[src/rtl/dispatch_ctrl.sv]
// Single-entry dispatch buffer between the Decoder and the OoO backend.
// Holds one decoded instruction until ROB and its target queue (RS or LSB) can take it.
module dispatch_ctrl #(
    parameter int ROB_W = 4,
    parameter int OP_W  = 6,
    parameter int CNT_W = 32
) (
    input  logic             clk,
    input  logic             rst,
    input  logic             rdy,
    input  logic             dec_valid,
    input  logic [OP_W-1:0]  dec_op,
    input  logic             dec_mem,
    input  logic [4:0]       dec_rs1,
    input  logic [4:0]       dec_rs2,
    input  logic [4:0]       dec_rd,
    input  logic [31:0]      dec_imm,
    input  logic [31:0]      dec_pc,
    input  logic             dec_is_jump,
    input  logic             dec_pred,
    output logic             stall_dec,
    input  logic             rob_full,
    input  logic             rs_full,
    input  logic             lsb_full,
    input  logic [ROB_W-1:0] rob_tail,
    input  logic             flush,
    output logic             rob_alloc,
    output logic             rs_issue,
    output logic             lsb_issue,
    output logic [OP_W-1:0]  iss_op,
    output logic [4:0]       iss_rs1,
    output logic [4:0]       iss_rs2,
    output logic [4:0]       iss_rd,
    output logic [31:0]      iss_imm,
    output logic [31:0]      iss_pc,
    output logic [ROB_W-1:0] iss_tag,
    output logic             iss_is_jump,
    output logic             iss_pred,
    output logic [CNT_W-1:0] disp_cnt
);

    typedef enum logic {EMPTY, HELD} state_t;

    state_t state, state_d;

    logic [OP_W-1:0] op_p0;
    logic            mem_p0;
    logic [4:0]      rs1_p0, rs2_p0, rd_p0;
    logic [31:0]     imm_p0, pc_p0;
    logic            jump_p0, pred_p0;

    logic can_disp;
    logic load;
    logic fire;

    // Routing is decided by the buffered instruction, never the one on the decoder bus.
    assign can_disp  = (state == HELD) && !rob_full && (mem_p0 ? !lsb_full : !rs_full);
    assign stall_dec = ((state == HELD) && !can_disp) || flush;

    always_comb begin
        state_d = state;
        load    = 1'b0;
        fire    = 1'b0;
        if (flush) begin
            state_d = EMPTY;
        end else if (can_disp) begin
            fire = 1'b1;
            if (dec_valid) begin
                state_d = HELD;
                load    = 1'b1;
            end else begin
                state_d = EMPTY;
            end
        end else if (state == HELD) begin
            state_d = HELD;
        end else if (dec_valid) begin
            state_d = HELD;
            load    = 1'b1;
        end
    end

    always_ff @(posedge clk or posedge rst) begin
        if (rst) begin
            state <= EMPTY;
        end else if (rdy) begin
            state <= state_d;
        end
    end

    // Stage p0: buffered decode fields; validity is carried by the FSM state.
    always_ff @(posedge clk) begin
        if (rdy && load) begin
            op_p0   <= dec_op;
            mem_p0  <= dec_mem;
            rs1_p0  <= dec_rs1;
            rs2_p0  <= dec_rs2;
            rd_p0   <= dec_rd;
            imm_p0  <= dec_imm;
            pc_p0   <= dec_pc;
            jump_p0 <= dec_is_jump;
            pred_p0 <= dec_pred;
        end
    end

    // Stage p1: registered issue pulses and payload toward ROB/RS/LSB.
    always_ff @(posedge clk or posedge rst) begin
        if (rst) begin
            rob_alloc   <= 1'b0;
            rs_issue    <= 1'b0;
            lsb_issue   <= 1'b0;
            iss_op      <= '0;
            iss_rs1     <= '0;
            iss_rs2     <= '0;
            iss_rd      <= '0;
            iss_imm     <= '0;
            iss_pc      <= '0;
            iss_tag     <= '0;
            iss_is_jump <= 1'b0;
            iss_pred    <= 1'b0;
            disp_cnt    <= '0;
        end else if (rdy) begin
            rob_alloc <= fire;
            rs_issue  <= fire && !mem_p0;
            lsb_issue <= fire && mem_p0;
            if (fire) begin
                iss_op      <= op_p0;
                iss_rs1     <= rs1_p0;
                iss_rs2     <= rs2_p0;
                iss_rd      <= rd_p0;
                iss_imm     <= imm_p0;
                iss_pc      <= pc_p0;
                iss_tag     <= rob_tail;
                iss_is_jump <= jump_p0;
                iss_pred    <= pred_p0;
                disp_cnt    <= disp_cnt + CNT_W'(1);
            end
        end
    end

endmodule

[config.mk]
export PLATFORM = sky130hd
export DESIGN_NAME = dispatch_ctrl
export DESIGN_NICKNAME = d
export VERILOG_FILES = /design/src/rtl/dispatch_ctrl.sv
export SDC_FILE = /design/constraint.sdc
export NUM_CORES = 1
export LEC_CHECK = 0
export BUFFER_PORTS_ARGS = -buffer_cell sky130_fd_sc_hd__buf_2
export CORE_ASPECT_RATIO = 0.8
export CORE_UTILIZATION = 40
export DETAILED_ROUTE_END_ITERATION = 6
export HOLD_SLACK_MARGIN = 0.08
export MAX_ROUTING_LAYER = met4
export PLACE_DENSITY = 0.66
export SLEW_MARGIN = 20
export SYNTH_ARGS = -nofsm -noshare
export SYNTH_HDL_FRONTEND = slang
export SYNTH_SLANG_ARGS = --single-unit
[constraint.sdc]
create_clock -name clk -period 7.43 [get_ports clk]
set_input_delay 0 -clock clk [delete_from_list [all_inputs] [get_ports clk]]
set_output_delay 0 -clock clk [all_outputs]
set_load 0.02 [all_outputs]
Word-level counts from Yosys, hierarchy flattened

Cells that the tools add are included.

Flip-flop bits (word level): 215
Input port bits: 100
Logic and storage cells: 47

Add/subtract/negate cells: 1
Multiplexer cells: 10
Reductions and logical operators: 13

Operators with widths:

| kind                                                            | number |
|---|---|
| 32-bit by 1-bit adder with 32-bit output, second input constant | 1 |
| 1-bit two-way mux                                               | 10 |
| 1-bit logical AND                                               | 6 |
| 1-bit zero test                                                 | 5 |
| 2-bit AND reduction                                             | 1 |
| 1-bit logical OR                                                | 1 |

Longest topological paths before layout

Word-level depth: 6
Mapped depth: 8

Worst setup path after synthesis

Ideal clock, no wire load.

Path kind: register to register
Start point: register mem_p0
End point: register imm_p0[0] (enable)
Library setup time: 0.564 ns
Data arrival time: 5.410 ns
Data required time: 6.866 ns
Slack: 1.456 ns
Cell stages (with the launch flop): 5
Path buffers: 1
Period minus slack after synthesis: 5.974 ns
Path through: edfxtp_1 > mux2_4 > or2_1 > buf_4 > a21oi_1

Cells in the longest elaborated chain, start to end: 5

RTL lines:

| what                     | line | source |
|---|---|---|
| start: declaration       | 47   | `logic mem_p0;` |
| start signal: assignment | 94   | `mem_p0 <= dec_mem;` |
| 1-bit two-way mux        | 57   | `assign can_disp = (state == HELD) && !rob_full && (mem_p0 ? !lsb_full : !rs_full);` |
| 1-bit logical AND        | 57   |  |
| 1-bit two-way mux        | 66   | `end else if (can_disp) begin` |
| 1-bit two-way mux        | 64   | `if (flush) begin` |
| 1-bit logical AND        | 92   | `if (rdy && load) begin` |
| end signal: assignment   | 98   | `imm_p0 <= dec_imm;` |
| end: declaration         | 49   | `logic [31:0] imm_p0, pc_p0;` |

Every way passes these cells.
A chain may end at the register's enable or synchronous reset.

Worst setup path in the final report

Start point: register mem_p0
End point: register disp_cnt[9]

Cells in the longest elaborated chain, start to end: 5

RTL lines:

| what                                 | line | source |
|---|---|---|
| 1-bit two-way mux                    | 57   |  |
| 1-bit logical AND                    | 57   |  |
| 1-bit two-way mux                    | 66   |  |
| 1-bit two-way mux                    | 64   |  |
| 2-bit AND reduction (no source line) | -    |  |
| end signal: assignment               | 135  | `disp_cnt <= disp_cnt + CNT_W'(1);` |
| end: declaration                     | 39   | `output logic [CNT_W-1:0] disp_cnt` |

Every way passes these cells.

==> results.py <==
metrics = {
    "yosys": {
        "synth_top_family_by_area": "simple AND/OR/NAND/NOR gates",
        "synthXorXnorAreaFrac_pct": 3.52,
        "ys_seq_elements": 215,
        "synth-simple-area-share_pct": 18.7,
        "ys_seq_area_share_pct": 75.4,
        "synth_top_area_share_pct": 41.2,
        "synthAdderAreaFrac_pct": 0.162,
        "synth_most_common_cell": "nand2_1",
        "synth_area_um2": 7720,
        "yosys.area.top_type": "dfrtp_1",
        "synth_common_cells": "292 x nand2_1, 127 x dfrtp_1, 88 x edfxtp_1, 24 x xnor2_1, 13 x clkbuf_1",
        "synth_warnings": 0,
        "synth_mux_area_share_pct": 0.194,
        "postSynthCellCount": 626,
        "synth_fp_nets": 727,
        "synthTopCellsByArea": "dfrtp_1 41%, edfxtp_1 34%, nand2_1 14%",
        "syn-mean-instance-area_um2": 12.3,
        "async_reset_ff_share_pct": 59.1,
        "synth_edf_count": 88,
        "ys.flop_type": "dfrtp_1",
        "synth_cell_types": 32,
        "synth-compound-area-share_pct": 0.551,
    },
    "global_route": {
        "grt_remaining_overflow": 0,
        "grt_pass1_vias": 5755,
        "grt_max_degree": 97,
        "antenna_found_initial": 0,
        "grt_pass1_wl_um": 29400,
        "grt_usage_pct": 19.6,
    },
    "worst_hold_path": {
        "hold_end": "disp_cnt[12]",
        "worstHoldPathType": "input pin to register",
        "hold_depth": 5,
        "hp-start": "flush",
    },
    "sta": {
        "fin_setup_tns_ps": 0,
        "relSlewSlack_pct": 34.3,
        "worst_pin_slew_ps": 986,
        "holdWs_ps": 122,
        "setup_viol": 0,
        "hold_viol": 0,
        "grt_setup_unrepaired": "false",
        "finalClockSkew_ps": 16.1,
        "period_minus_slack_ps": 2740,
        "slew_violations": 0,
        "fin_crit_sh_pct": 36.9,
        "max_freq_ghz": 0.365,
    },
    "drt": {
        "route.detailed.drc": 0,
        "routed_wl_um": 18200,
        "vias": 5632,
        "firstDrtPassIters": 6,
        "detail_route.wl_per_cell_um": 14.7,
        "ant_nets": 0,
        "drtIter0Drc": 262,
        "viasPerCell": 4.57,
    },
    "cts": {
        "cts_buffer_depth": 3,
        "tritoncts": "yes",
        "clk_pin_slew_ps": 60,
        "clk_latency_ps": 500,
        "cts_sinks": 215,
        "htreeDepth": 1,
        "root_buffer": "clkbuf_16",
        "cts-buffers-inserted": 22,
    },
    "critical_path": {
        "regToRegSetupSlack_ps": 4690,
        "path_class": "register to register",
        "crit_path_end_kind": "register",
        "worst-path-max-fanout": 3,
        "crit_arrival_ps": 3110,
        "required_ps": 7800,
        "r2r-start": "mem_p0",
        "ff2ff_path_depth": 6,
        "start_kind": "register",
        "r2r_end": "disp_cnt[9]",
    },
    "cells_and_area": {
        "fillers": 1564,
        "synthToLayoutAreaGrowth_pct": 40.0,
        "drive_gt1_share_pct": 27.8,
        "multiInputGateArea_um2": 1810,
        "num_antenna_cells": 0,
        "nets": 1061,
        "seq_area_um2": 5820,
    },
    "floorplanning": {
        "start_util_pct": 40.8,
        "die-area_um2": 19900,
        "die_y_um": 126,
        "io_pins": 227,
        "die_w_um": 157,
        "core_area_um2": 18900,
        "rows": 45,
    },
    "run_status": {
        "status": "finished, final reports clean",
    },
    "pwr": {
        "p_leak_nw": 5.34,
        "vdd_drop_max_v": 0.000189,
        "p_per_area_nw_per_um2": 283,
    },
    "placement": {
        "dp_hpwl_um": 10900,
        "place_congestion": 0.774,
        "portBuffers": 226,
    },
    "flow_run": {
        "max_cap_violations": 0,
    },
}
[timing repair]
| item | 4_1_cts | 5_1_grt |
|---|---|---|
| gates resized for setup | 0 | 0 |
| endpoints found under the setup margin | 0 | 0 |
| buffers inserted | 0 | 0 |
| hold buffers | 100 | 0 |
| hold endpoints to repair | 158 | 0 |
[per-stage QoR]
stage / worst slack (ps) / instance area (µm²) / utilization [%] / power (W) / instances
global route: 4480 / 10800 / 57.1 / 0.00320 / 1233
floorplan: 1460 / 7720 / - / 0.00180 / 626
CTS: 4670 / 10800 / 57.1 / 0.00309 / 1233
finish: 4690 / 10800 / 57.1 / 0.00306 / 1233
detailed placement: 4710 / 9140 / 48.3 / 0.00203 / 1094
global placement: 4750 / 9140 / 48.3 / 0.00201 / 1094
[cell usage in the layout, fill, tap and decap left out, types with 3 or more instances in the layout]
cell type      netlist  final
and3_1               4      4
buf_2                6    226
buf_4                2      5
clkbuf_1            13      7
clkbuf_16            0     22
clkbuf_8             0      3
clkinv_1             0      3
clkinv_2             0      3
dfrtp_1            127    127
dlygate4sd3_1        0    100
edfxtp_1            88     88
inv_1                6      5
nand2_1            292    291
nand3_1              9      9
nand4_1             10     10
nor2_1              12     12
nor3_1               3      3
xnor2_1             24     24
xor2_1               7      7
[how the worst max path moves through the flow]
stage	to	slack, ps	start
2_1_floorplan	imm_p0[0]	1460	mem_p0
3_3_place_gp	lsb_issue	4750	mem_p0
3_5_place_dp	lsb_issue	4710	mem_p0
4_1_cts	disp_cnt[9]	4670	mem_p0
5_1_grt	iss_rd[1]	4480	mem_p0
6_report	disp_cnt[9]	4690	mem_p0
[worst max-delay path: stages, from the launching register on]
cell and delay (ps):
edfxtp_1 430, mux2_4 340, dlygate4sd3_1 570, nor4_1 420
dlygate4sd3_1 620, nand4_1 110, xnor2_1 140
[sequential cells by signal, summed over array words and instances (netlist names), 4 cells and up]
name / flops
disp_cnt: 32
imm_p0: 32
iss_imm: 32
iss_op: 6
iss_pc: 32
iss_rd: 5
iss_rs1: 5
iss_rs2: 5
iss_tag: 4
op_p0: 6
pc_p0: 32
rd_p0: 5
rs1_p0: 5
rs2_p0: 5
[layout make-up]
cell class                 count  share of cell area [%]
clock buffer                  32                    5.72
clock inverter                 7                   0.394
timing repair buffer         331                    20.1
multi-input combinational    384                    16.7
inverter                       6                   0.232
sequential                   215                    53.8
tap                          258                    2.99
[cells by family (layout without fill, tap and decap cells)]
family / after synthesis / after routing
AOI/OAI and AO/OA: 6 / 6
DFF: 215 / 215
muxes: 1 / 1
xor gates and xnor gates: 31 / 31
and+or+nand+nor: 345 / 345
adders and majority gates: 1 / 1
buffers and inverters: 27 / 376
[where the power goes]
group / total (W) / leakage (nW) / switching (W) / internal, W
logic: 0.000569 / 2.56 / 0.000366 / 0.000203
clock network: 0.00101 / 0.324 / 0.000435 / 0.000577
registers: 0.00148 / 2.45 / 0.0000842 / 0.00139
[per-layer routing]
layer	wire [µm]	vias up	share of wire, %	global-route usage (%)
li1	-	2701	-	-
met1	7770	2713	43	24.7
met2	8730	194	48	31.7
met3	1360	24	7.5	4.82
met4	313	0	1.7	4.80
met5	0	-	0	-
Note: power is estimated with default switching activity, not from simulation.
